### src/rtl/rbm_gibbs_sequencer.sv
// Gibbs-iteration sequencer for the RBM inference datapath: alternates hidden and
// classification passes and accumulates per-unit votes. Optional layer watchdog: RBM_WATCHDOG_EN.
module rbm_gibbs_sequencer #(
    parameter int output_dim      = 2,
    parameter int bitlength       = 12,
    parameter int iteration_num   = 30,
    parameter int iter_width      = 8,
    parameter int watchdog_cycles = 255
) (
    input  logic                            clock,
    input  logic                            reset,
    input  logic                            data_valid,
    output logic                            load_input,
    output logic                            h_start,
    input  logic                            h_done,
    output logic                            c_start,
    input  logic                            c_done,
    input  logic [output_dim-1:0]           c_sample,
    output logic [output_dim*bitlength-1:0] VoteDataPort,
    output logic [iter_width-1:0]           iter_count,
    output logic                            busy,
    output logic                            finish,
    output logic                            error
);

    typedef enum logic [2:0] {IDLE, LOAD, H_RUN, C_RUN, DONE} state_t;

    localparam logic [iter_width-1:0] ITER_LAST = iter_width'(iteration_num);
    localparam logic [bitlength-1:0]  VOTE_MAX  = {bitlength{1'b1}};

    state_t                state;
    logic [iter_width-1:0] iter_next;
    logic                  h_accept;
    logic                  c_accept;

    function automatic logic [bitlength-1:0] vote_sat_inc(input logic [bitlength-1:0] v,
                                                          input logic              hit);
        if (hit && (v != VOTE_MAX))
            return v + bitlength'(1);
        return v;
    endfunction

    assign iter_next = iter_count + iter_width'(1);
    // A done in the same cycle as its start pulse belongs to no pass and is dropped
    assign h_accept  = (state == H_RUN) && h_done && !h_start;
    assign c_accept  = (state == C_RUN) && c_done && !c_start;

`ifdef RBM_WATCHDOG_EN
    localparam int              WD_W    = (watchdog_cycles > 1) ? $clog2(watchdog_cycles) : 1;
    localparam logic [WD_W-1:0] WD_LAST = WD_W'(watchdog_cycles - 1);

    logic [WD_W-1:0] wd_cnt;
    logic            wd_run;
    logic            wd_expired;

    assign wd_run     = (state == H_RUN) || (state == C_RUN);
    assign wd_expired = wd_run && !h_accept && !c_accept && (wd_cnt == WD_LAST);

    // Counter restarts on every state entry; only waiting cycles in a run state advance it
    always_ff @(posedge clock or negedge reset) begin
        if (!reset) begin
            wd_cnt <= '0;
            error  <= 1'b0;
        end else begin
            if (wd_run && !h_accept && !c_accept && !wd_expired)
                wd_cnt <= wd_cnt + WD_W'(1);
            else
                wd_cnt <= '0;

            if ((state == IDLE) && data_valid)
                error <= 1'b0;
            else if (wd_expired)
                error <= 1'b1;
        end
    end
`else
    // No watchdog in this build: error is constant 0 for any legal watchdog_cycles
    assign error = (watchdog_cycles < 0);
`endif

    always_ff @(posedge clock or negedge reset) begin
        if (!reset) begin
            state        <= IDLE;
            load_input   <= 1'b0;
            h_start      <= 1'b0;
            c_start      <= 1'b0;
            VoteDataPort <= '0;
            iter_count   <= '0;
            busy         <= 1'b0;
            finish       <= 1'b0;
        end else begin
            load_input <= 1'b0;
            h_start    <= 1'b0;
            c_start    <= 1'b0;

            case (state)
                IDLE: begin
                    if (data_valid) begin
                        state        <= LOAD;
                        load_input   <= 1'b1;
                        busy         <= 1'b1;
                        VoteDataPort <= '0;
                        iter_count   <= '0;
                    end
                end
                LOAD: begin
                    state   <= H_RUN;
                    h_start <= 1'b1;
                end
                H_RUN: begin
                    if (h_accept) begin
                        state   <= C_RUN;
                        c_start <= 1'b1;
                    end
                end
                C_RUN: begin
                    if (c_accept) begin
                        for (int k = 0; k < output_dim; k++)
                            VoteDataPort[k*bitlength +: bitlength] <=
                                vote_sat_inc(VoteDataPort[k*bitlength +: bitlength], c_sample[k]);
                        iter_count <= iter_next;
                        if (iter_next == ITER_LAST) begin
                            state  <= DONE;
                            busy   <= 1'b0;
                            finish <= 1'b1;
                        end else begin
                            state   <= H_RUN;
                            h_start <= 1'b1;
                        end
                    end
                end
                DONE: begin
                    // Requires data_valid to drop so a held-high level never retriggers
                    if (!data_valid) begin
                        state  <= IDLE;
                        finish <= 1'b0;
                    end
                end
                default: begin
                    state  <= IDLE;
                    busy   <= 1'b0;
                    finish <= 1'b0;
                end
            endcase

`ifdef RBM_WATCHDOG_EN
            if (wd_expired) begin
                state  <= DONE;
                busy   <= 1'b0;
                finish <= 1'b1;
            end
`endif
        end
    end

endmodule

### config.mk
export PLATFORM = sky130hd
export DESIGN_NAME = rbm_gibbs_sequencer
export DESIGN_NICKNAME = d
export VERILOG_FILES = /design/src/rtl/rbm_gibbs_sequencer.sv
export SDC_FILE = /design/constraint.sdc
export NUM_CORES = 1
export LEC_CHECK = 0
export BUFFER_PORTS_ARGS = -buffer_cell sky130_fd_sc_hd__clkbuf_2
export CAP_MARGIN = 15
export CORE_AREA = 2 2 78 80
export DETAILED_ROUTE_END_ITERATION = 8
export DIE_AREA = 0 0 80 82
export GPL_TIMING_DRIVEN = 0
export PLACE_DENSITY = 0.65
export SLEW_MARGIN = 20
export SYNTH_ARGS = -nofsm -noshare
export SYNTH_HDL_FRONTEND = slang
export SYNTH_SLANG_ARGS = --single-unit
### constraint.sdc
create_clock -name clock -period 3.2 [get_ports clock]
set_input_delay 0.32 -clock clock [delete_from_list [all_inputs] [get_ports clock]]
set_output_delay 0.32 -clock clock [all_outputs]
set_load 0.01 [all_outputs]
==> results.py <==
metrics = {
    "run_status": {
        "status": "finished clean",
    },
    "place": {
        "dp_hpwl_um": 3720,
        "place_congestion": 0.795,
        "place_area_mm2": 0.00252,
        "dp_cells": 363,
        "portBuffers": 43,
    },
    "grt": {
        "grt_usage_pct": 16.9,
        "antenna_found_initial": 0,
        "grt_pass1_wl_um": 8580,
        "grt_start_max_net_pins": 41,
        "grt_overflow": 0,
        "grt_pass1_vias": 1768,
    },
    "detailed_routing": {
        "drc": 0,
        "ant_nets": 0,
        "viasPerCell": 5.33,
        "num_vias": 1971,
        "drt-pass1-iter-count": 4,
        "wl_per_cell_um": 14.1,
        "drt_iter0_markers": 110,
        "totalWireLength_um": 5210,
    },
    "worst_setup_path": {
        "critPathRequiredTime_ps": 3410,
        "worstPathMaxFanout": 10,
        "startpoint_type": "flip-flop",
        "crit_type": "reg -> reg",
        "critPathCaptureType": "flip-flop",
        "worstPathArrival_ps": 2470,
    },
    "synth": {
        "ys.flop_type": "dfrtp_1",
        "ys_warn_count": 0,
        "synth_area_per_cell_um2": 9.02,
        "ys_seq_area_share_pct": 45.3,
        "syn-num-nets": 256,
        "synthCells": 245,
        "synthesis.area_mm2": 0.00221,
        "synth_seq_cells": 40,
        "synth_edf_count": 0,
        "synth-async-reset-ratio_pct": 100,
        "synth_cell_types": 50,
    },
    "clock_tree": {
        "clk_pin_slew_worst_paths_ps": 80,
        "cts_sinks": 40,
        "cts_made_buffers": 5,
        "cts_root_buffer": "clkbuf_8",
        "cts_resized": 0,
        "cts_tree": "done",
        "cts_setup_buffers": 0,
        "ctsHtreeMaxLevel": 2,
        "clock_path_buffers": 2,
        "ctsHoldBuffers": 0,
        "clk_latency_ps": 290,
    },
    "power_and_ir_drop": {
        "ir_worst_vdd_uv": 256,
        "power_frac_comb_pct": 31.4,
        "seqPwrFrac_pct": 46.7,
        "cellPowerDensity_mw_per_mm2": 559,
        "p_sw_share_pct": 37.2,
        "switchingPower_uw": 541,
        "p_int_uw": 912,
        "leakage_nw": 1.20,
        "power_frac_clock_pct": 21.9,
        "p_total_mw": 1.45,
    },
    "timing": {
        "fin_tns_setup_ps": 0,
        "fmax_ghz": 0.443,
        "fin_crit_sh_pct": 70.6,
        "finalHoldViolCount": 0,
        "finalCriticalPeriod_ps": 2260,
        "drv_slew": 0,
        "relSlewSlack_pct": 39.2,
        "rsz0062_at_grt": "no",
        "setup_viol": 0,
        "finClkSkew_ps": 7.83,
        "worst_slew_pin_slew_ps": 913,
    },
    "cells_and_area": {
        "n_fill_cell": 605,
        "layout.core_utilization_pct": 45.2,
        "nets": 306,
        "drive_gt1_share_pct": 20.7,
        "design_area_mm2": 0.00260,
        "final_common_cell": "clkbuf_2",
        "area_growth_pct": 17.5,
        "num_antenna_cells": 0,
        "instances_no_fill": 370,
        "final_cell_mix": "42 x clkbuf_2, 40 x dfrtp_1, 32 x nand2_1, 26 x o21ai_0",
    },
    "floorplan": {
        "ios": 45,
        "coreArea_mm2": 0.00575,
        "die_h_um": 82,
        "num_rows": 28,
        "die_area_mm2": 0.00656,
        "start_util_pct": 38.5,
        "chipWidth_um": 80,
    },
    "min_path": {
        "hold_class": "in -> async",
    },
    "flow_run": {
        "drv_cap": 0,
    },
}
[kinds of logic after synthesis]
| group | count (synthesis) | share of synthesized area (%) |
|---|---|---|
| fa+ha+maj | 4 | 2.26 |
| other cells | 1 | 0.170 |
| mux | 2 | 0.906 |
| xor+xnor | 7 | 2.77 |
| simple gates | 100 | 23.7 |
| compound gates | 70 | 20.3 |
| buf+inv | 21 | 4.70 |
| flops | 40 | 45.3 |
[worst max-delay path, stage by stage, from the launching register on]
cell,delay (ps)
dfrtp_1,400
ha_1,220
and4_1,210
nand4_1,140
o221ai_1,320
clkbuf_1,340
buf_2,300
o21ai_0,120
a21oi_1,140
[routing by layer]
layer	vias up	share of wire [%]	GRT usage [%]
li1	988	-	-
met1	932	47	22.4
met4	0	1.6	6.44
met2	45	46	27.3
met5	-	0	0
met3	6	4.7	3.63
[cells in the mapped netlist, types with 3 or more instances]
cell type  count  area share (%)
dfrtp_1       40              45
nand2_1       32             5.4
o21ai_0       26             5.9
a21oi_1       18             4.1
nand3_1       18             4.1
inv_1         11             1.9
nor2_1        10             1.7
and3_1         6             1.7
or3_1          6             1.7
or4_1          6             2.0
xor2_1         6             2.4
o31ai_1        5             1.7
ha_1           4             2.3
a31o_2         3             1.2
nand2b_1       3            0.85
nand3b_1       3             1.0
nand4_1        3            0.85
nor3_1         3            0.68
[area by class of cell]
type / count / area, um^2 / share of cell area, %
clock inverters: 1 / 5.00 / 0.193
multi-input cells: 184 / 1110 / 42.6
inverters: 12 / 45.0 / 1.73
flip-flops and latches: 40 / 1000 / 38.5
repair buffers: 43 / 215 / 8.29
plain buffers: 9 / 58.8 / 2.26
clock buffers: 6 / 72.6 / 2.79
well taps: 75 / 93.8 / 3.61
[per-stage QoR]
| step | setup slack [ps] | hold slack (ps) |
|---|---|---|
| after floorplan | 1280 | 24.4 |
| after global placement | 956 | 475 |
| final | 941 | 151 |
| after global routing | 737 | 227 |
| after detailed placement | 960 | 471 |
| after CTS | 935 | 215 |
[flip-flops by register name, summed over array words and instances, names as in the netlist]
signal and count:
finish 1, VoteDataPort 24, busy 1, load_input 1
h_start 1, c_start 1, state 3, iter_count 8
[final timing paths]
kind / start / end / slack, ps / cells after the start
setup / recovery: VoteDataPort[0] / VoteDataPort[3] / 940 / 8
hold / removal: reset / VoteDataPort[10] / 150 / 1
setup reg to reg: VoteDataPort[0] / VoteDataPort[3] / 940 / 8
hold reg to reg: finish / finish / 490 / 2
max in group asynchronous: reset / c_start / 2480 / 1
min in group clock: h_done / c_start / 310 / 3
[power by group through the flow]
| stage | registers [mW] | logic, mW | clock network (mW) |
|---|---|---|---|
| 6_report | 0.678 | 0.457 | 0.318 |
| 5_1_grt | 0.695 | 0.521 | 0.357 |
| 4_1_cts | 0.677 | 0.462 | 0.338 |
| 3_5_place_dp | 0.686 | 0.460 | 0 |
| 3_3_place_gp | 0.682 | 0.452 | 0 |
| 2_1_floorplan | 0.699 | 0.275 | 0 |
Power figures use the tool's default switching activity.
